[src/rtl/cpu_pkg.sv]
// Shared definitions for the cpu memory path: bridge FSM encoding, the default
// transaction timeout and the read value returned when a data read times out.
package cpu_pkg;
    typedef enum logic [1:0] {
        ST_IDLE   = 2'd0,
        ST_IFETCH = 2'd1,
        ST_DREAD  = 2'd2,
        ST_DWRITE = 2'd3
    } state_t;

    localparam int DEFAULT_TIMEOUT = 255;
    localparam logic [63:0] ERR_RDATA = '1;
endpackage

[src/rtl/mem_bridge_if.sv]
// Single-ported external memory bus with a req/ack handshake.
interface mem_bridge_if #(
    parameter int AW = 16,
    parameter int DW = 16
);
    logic          req;
    logic          we;
    logic [AW-1:0] addr;
    logic [DW-1:0] wdata;
    logic [DW-1:0] rdata;
    logic          ack;

    modport master (output req, we, addr, wdata, input rdata, ack);
    modport slave  (input req, we, addr, wdata, output rdata, ack);
endinterface

[src/rtl/mem_bridge_ibuf_entry.sv]
// One-entry instruction buffer: fill from a completed fetch, hit compare
// against the fetch address, and write-through from completed data writes.
module ibuf_entry #(
    parameter int AW = 16,
    parameter int DW = 16
) (
    input  logic          clk,
    input  logic          rst_n,
    input  logic [AW-1:0] lookup_addr,
    input  logic          fill_en,
    input  logic [AW-1:0] fill_addr,
    input  logic [DW-1:0] fill_data,
    input  logic          wt_en,
    input  logic [AW-1:0] wt_addr,
    input  logic [DW-1:0] wt_data,
    output logic          hit,
    output logic [DW-1:0] data
);
    logic          valid;
    logic [AW-1:0] addr;

    always_ff @(posedge clk) begin
        if (!rst_n) begin
            valid <= 1'b0;
            addr  <= '0;
            data  <= '0;
        end else if (fill_en) begin
            valid <= 1'b1;
            addr  <= fill_addr;
            data  <= fill_data;
        end else if (wt_en && valid && (wt_addr == addr)) begin
            data  <= wt_data;
        end
    end

    assign hit = valid && (addr == lookup_addr);
endmodule

[src/rtl/mem_bridge.sv]
// Bridges cpu instruction fetch and data read/write onto one req/ack memory,
// with a one-entry instruction buffer, fixed arbitration and a timeout.
module mem_bridge
    import cpu_pkg::*;
#(
    parameter int AW      = 16,
    parameter int DW      = 16,
    parameter int TIMEOUT = DEFAULT_TIMEOUT
) (
    input  logic          clk,
    input  logic          rst_n,
    input  logic [AW-1:0] i_addr,
    output logic [DW-1:0] i_bus,
    output logic          i_valid,
    input  logic          memory_read,
    input  logic          memory_write,
    input  logic [AW-1:0] d_addr,
    input  logic [DW-1:0] d_wdata,
    output logic [DW-1:0] d_rdata,
    output logic          d_done,
    output logic          stall,
    output logic          err,
    mem_bridge_if.master  mem
);
    localparam int CW = $clog2(TIMEOUT + 1);

    state_t        state, state_nxt;
    logic [CW-1:0] tmo_cnt;
    logic          start, ack_hit, tmo_hit, data_req;

    ibuf_entry #(.AW(AW), .DW(DW)) u_ibuf (
        .clk         (clk),
        .rst_n       (rst_n),
        .lookup_addr (i_addr),
        .fill_en     (ack_hit && (state == ST_IFETCH)),
        .fill_addr   (mem.addr),
        .fill_data   (mem.rdata),
        .wt_en       (ack_hit && (state == ST_DWRITE)),
        .wt_addr     (mem.addr),
        .wt_data     (mem.wdata),
        .hit         (i_valid),
        .data        (i_bus)
    );

    // The core still shows its request during the d_done cycle; that request
    // has just been served and must not start a second access.
    assign data_req = (memory_read | memory_write) && !d_done;
    assign stall    = ((memory_read | memory_write) && !d_done) || !i_valid;

    always_ff @(posedge clk) begin
        if (!rst_n) state <= ST_IDLE;
        else        state <= state_nxt;
    end

    always_comb begin
        state_nxt = state;
        ack_hit   = 1'b0;
        tmo_hit   = 1'b0;
        case (state)
            ST_IDLE: begin
                if (data_req && memory_write)     state_nxt = ST_DWRITE;
                else if (data_req && memory_read) state_nxt = ST_DREAD;
                else if (!i_valid)                state_nxt = ST_IFETCH;
            end
            default: begin
                // Ack takes precedence over a timeout landing on the same edge.
                if (mem.ack) begin
                    ack_hit   = 1'b1;
                    state_nxt = ST_IDLE;
                end else if (tmo_cnt == CW'(TIMEOUT - 1)) begin
                    tmo_hit   = 1'b1;
                    state_nxt = ST_IDLE;
                end
            end
        endcase
        start = (state == ST_IDLE) && (state_nxt != ST_IDLE);
    end

    always_ff @(posedge clk) begin
        if (!rst_n) begin
            mem.req   <= 1'b0;
            mem.we    <= 1'b0;
            mem.addr  <= '0;
            mem.wdata <= '0;
            d_rdata   <= '0;
            d_done    <= 1'b0;
            err       <= 1'b0;
            tmo_cnt   <= '0;
        end else begin
            d_done <= 1'b0;
            err    <= 1'b0;
            if (start) begin
                mem.req   <= 1'b1;
                mem.we    <= (state_nxt == ST_DWRITE);
                mem.addr  <= (state_nxt == ST_IFETCH) ? i_addr : d_addr;
                mem.wdata <= d_wdata;
                tmo_cnt   <= '0;
            end else if (ack_hit || tmo_hit) begin
                mem.req <= 1'b0;
                mem.we  <= 1'b0;
                err     <= tmo_hit;
                if (state != ST_IFETCH) d_done <= 1'b1;
                if (state == ST_DREAD)
                    d_rdata <= ack_hit ? mem.rdata : ERR_RDATA[DW-1:0];
            end else if (mem.req) begin
                tmo_cnt <= tmo_cnt + 1'b1;
            end
        end
    end
endmodule

[src/flat_wrapper.sv]
// flat-port wrapper written by rule: the top's interface ports become plain ports
module mem_bridge_flat import cpu_pkg::*;
#(
    parameter int AW      = 16,
    parameter int DW      = 16,
    parameter int TIMEOUT = DEFAULT_TIMEOUT
)
  (clk, rst_n, i_addr, i_bus, i_valid, memory_read, memory_write, d_addr, d_wdata, d_rdata, d_done, stall, err, mem_req, mem_we, mem_addr, mem_wdata, mem_rdata, mem_ack);
  mem_bridge_if #(.AW(AW), .DW(DW)) mem_i ();
  input  logic clk;
  input  logic rst_n;
  input  logic [AW-1:0] i_addr;
  output logic [DW-1:0] i_bus;
  output logic i_valid;
  input  logic memory_read;
  input  logic memory_write;
  input  logic [AW-1:0] d_addr;
  input  logic [DW-1:0] d_wdata;
  output logic [DW-1:0] d_rdata;
  output logic d_done;
  output logic stall;
  output logic err;
  output wire logic [$bits(mem_i.req)-1:0] mem_req;
  output wire logic [$bits(mem_i.we)-1:0] mem_we;
  output wire logic [$bits(mem_i.addr)-1:0] mem_addr;
  output wire logic [$bits(mem_i.wdata)-1:0] mem_wdata;
  input wire logic [$bits(mem_i.rdata)-1:0] mem_rdata;
  input wire logic [$bits(mem_i.ack)-1:0] mem_ack;
  assign mem_req = mem_i.req;
  assign mem_we = mem_i.we;
  assign mem_addr = mem_i.addr;
  assign mem_wdata = mem_i.wdata;
  assign mem_i.rdata = mem_rdata;
  assign mem_i.ack = mem_ack;
  mem_bridge #(.AW(AW), .DW(DW), .TIMEOUT(TIMEOUT)) u_core (.clk(clk), .rst_n(rst_n), .i_addr(i_addr), .i_bus(i_bus), .i_valid(i_valid), .memory_read(memory_read), .memory_write(memory_write), .d_addr(d_addr), .d_wdata(d_wdata), .d_rdata(d_rdata), .d_done(d_done), .stall(stall), .err(err), .mem(mem_i));
endmodule
[config.mk]
export PLATFORM = sky130hd
export DESIGN_NAME = mem_bridge_flat
export DESIGN_NICKNAME = d
export VERILOG_FILES = /design/src/rtl/cpu_pkg.sv /design/src/rtl/mem_bridge_if.sv /design/src/rtl/mem_bridge_ibuf_entry.sv /design/src/rtl/mem_bridge.sv /design/src/flat_wrapper.sv
export SDC_FILE = /design/constraint.sdc
export NUM_CORES = 1
export LEC_CHECK = 0
export BUFFER_PORTS_ARGS = -buffer_cell sky130_fd_sc_hd__buf_2
export CORE_MARGIN = 4
export CORE_UTILIZATION = 54
export DETAILED_ROUTE_END_ITERATION = 8
export GPL_ROUTABILITY_DRIVEN = 1
export HOLD_SLACK_MARGIN = 0.02
export PLACE_DENSITY = 0.85
export SLEW_MARGIN = 15
export SYNTH_ARGS = -nofsm -noshare
export SYNTH_HDL_FRONTEND = slang
export SYNTH_SLANG_ARGS = --single-unit
[constraint.sdc]
create_clock -name clk -period 4.31 [get_ports clk]
set_input_delay 0.862 -clock clk [delete_from_list [all_inputs] [get_ports clk]]
set_output_delay 0.862 -clock clk [all_outputs]
set_load 0.02 [all_outputs]
==> impl_results.md <==
* Area Overhead vs Synth at 22.51%
* Clock latency on the worst-skew pair at 0.35 ns
* DR iter-0 viols at 173
* WS Path Type: in2out
* Layout cell share with drive strength beyond 1 at 0.3201
* Die height at 95.22 um
* Initial antenna violation count at 0
* Vias in the first global route at 3523
* Power Dens Cells at 428.7 nW/um^2
* Final Hold Viols at 0
* Clk sinks at 95
* DR WL met3 at 737 um
* Fillers at 599
* FFs w/ async S/R, synth at 0
* Tot GR Track Use at 0.2374
* Number of CTS-inserted buffers at 9
* Post-synth top area cell: dfxtp_1
* Core Box Area at 7331 um^2
* WL/cell at 15.97 um
* Pleak at 2.212 nW
* Number of antenna diodes at 0
* Setup crit start kind: input port
* DRT Pass-1 Iters at 5
* Synth Net Count at 519
* Chip Width at 95.22 um
* CP required at 3.45 ns
* Post-route clock period utilization at 0.6848
* Cell Area, Synth at 4108 um^2
* Outcome: completed
* Clock skew at 0.009547 ns
* Achievable frequency at 338.8 MHz
* Hold buffers post-CTS at 0
* WL met1 at 4498 um
* Worst Path Arrival at 2.09 ns
* Top Layer Used: met4
* Initial Util at 0.5603
* Met2 wire length at 5471 um
* Max clock buf depth at 2
* Ports at 139
* Final WL at 10810 um
* Unrepaired setup endpoints after global routing: no
* CP max FO at 4
* Htree depth at 3
* Fin util at 0.6865
* Vias post-DR at 3752
* CTS root buf: clkbuf_8
* Global-route wire length before repair at 16880 um
* Synth Instances at 448
* Synth top area share at 0.4630
* Largest net degree at the start of global routing at 53
* HP Start: u_core.u_ibuf.addr[2]$_SDFFE_PN0P_
* Critical Path Start: i_addr[11]
* Final WS setup at 1.358 ns
* Most common cell in the netlist: dfxtp_1
* Peak VDD IR at 256.2 uV
* Number of synthesized register bits at 95
* Slew @ Worst Pin at 1.083 ns
* Global route overflow at 0
* Post-CTS Resized at 0
* Rows at 31
* Slew Limit Fails at 0
* Worst reg2reg startpoint: u_core.tmo_cnt[0]$_SDFFE_PP0P_
* Post-DP HPWL at 7669 um
* Clock slew at reported path FFs at 0.09 ns
* Place WS at 1.334 ns
* Commonest cells in the netlist: dfxtp_1, nand2_1, nor2_1
* Power Total at 2.157 mW
* Routability cong. at 0.8482
* Tmin final at 2.952 ns
* Routed Antenna Nets at 0
* Post-Syn Area per Cell at 9.169 um^2
* Main synth FF type: dfxtp_1
* Setup TNS Final at 0 ns
* Drt via density at 5.542
* Number of synthesized flops with an enable pin at 0
* Setup bufs post-CTS at 0
* Distinct cells, synth at 44
* Rel. slew slack at 0.2743
* CTS tree: done
* Port buffer count at 138
* Max Cap Viol at 0
* Die ar. at 9066 um^2
* Yosys warns at 0
* CP Capture Type: output pin
* Register area share after synthesis at 0.4630
* Nets at 645
* Type of the most critical hold path: reg2reg
* # DRC at 0
* Endpoints failing setup at 0
* Top cells by area, synth: dfxtp_1, mux2i_1, nand2_1
sequential cells by signal (all words and copies together) (netlist names):
signal	count
u_core.mem.addr	16
u_core.err	1
u_core.u_ibuf.valid	1
u_core.d_rdata	16
u_core.mem.wdata	16
u_core.u_ibuf.addr	16
u_core.tmo_cnt	8
u_core.state	2
u_core.d_done	1
u_core.mem.req	1
u_core.u_ibuf.data	16
u_core.mem.we	1
layout by cell type, fill, tap and decap left out, drive strengths merged, types with 4 or more instances in the layout:
cell / Yosys / layout
a311oi: 17 / 17
o221a: 16 / 16
xor2: 19 / 19
nor4: 4 / 4
clkbuf: 18 / 9
nand4: 6 / 6
dfxtp: 95 / 95
nand3: 6 / 6
nand2: 68 / 68
buf: 11 / 144
nor3: 5 / 5
o21ai: 22 / 22
nor2: 47 / 47
inv: 5 / 6
a21oi: 34 / 34
xnor2: 17 / 17
mux2i: 32 / 32
layout make-up:
class | instances | area, um^2 | share of cell area
clock buffers | 9 | 123.9 | 0.02461
inverters | 6 | 22.52 | 0.004475
flip-flops and latches | 95 | 1902 | 0.3779
multi-input cells | 318 | 2053 | 0.4080
well taps | 99 | 123.9 | 0.02461
repair buffers | 144 | 735.7 | 0.1462
clock inverters | 6 | 71.32 | 0.01417
power by group:
part           switching, mW  internal, mW
Combinational          0.328         0.209
Sequential            0.0764         0.962
Clock                  0.313         0.269
Total                  0.718          1.44
layer usage:
layer  GRT usage  vias to the layer above
li1            -                     1823
met4     0.08053                        0
met2      0.3942                      138
met1      0.3118                     1781
met3     0.04104                       10
met5           0                        -
critical path: stages:
cell and delay [ns]:
buf_2 0.11, xnor2_1 0.14, o2111ai_1 0.16, nor3_2 0.40, and2_1 0.24, buf_2 0.18
logic make-up after synthesis:
kind of cell | after synthesis | synth area share
muxes | 32 | 0.07798
buffers and inverters | 35 | 0.04051
xor gates and xnor gates | 36 | 0.07676
AOI/OAI and AO/OA | 100 | 0.1770
DFF | 95 | 0.4630
and+or+nand+nor | 148 | 0.1587
adders and majority gates | 2 | 0.006091
worst paths after layout:
kind	cells after the start	slack, ns	endpoint
max	6	1.36	i_valid
min	2	0.49	u_core.u_ibuf.addr[2]$_SDFFE_PN0P_
max reg2reg	8	1.98	u_core.mem.addr[8]$_SDFFE_PN0P_
min reg2reg	2	0.49	u_core.u_ibuf.addr[2]$_SDFFE_PN0P_
stage by stage:
step                instance area (um^2)  hold WS (ns)  cells
floorplan                           4108        0.4560    448
global placement                    4837        0.4719    662
detailed placement                  4837        0.4844    662
CTS                                 5032        0.4962    677
global route                        5032        0.5168    677
finish                              5032        0.4941    677
No activity file was read; power rests on OpenSTA's default activity.
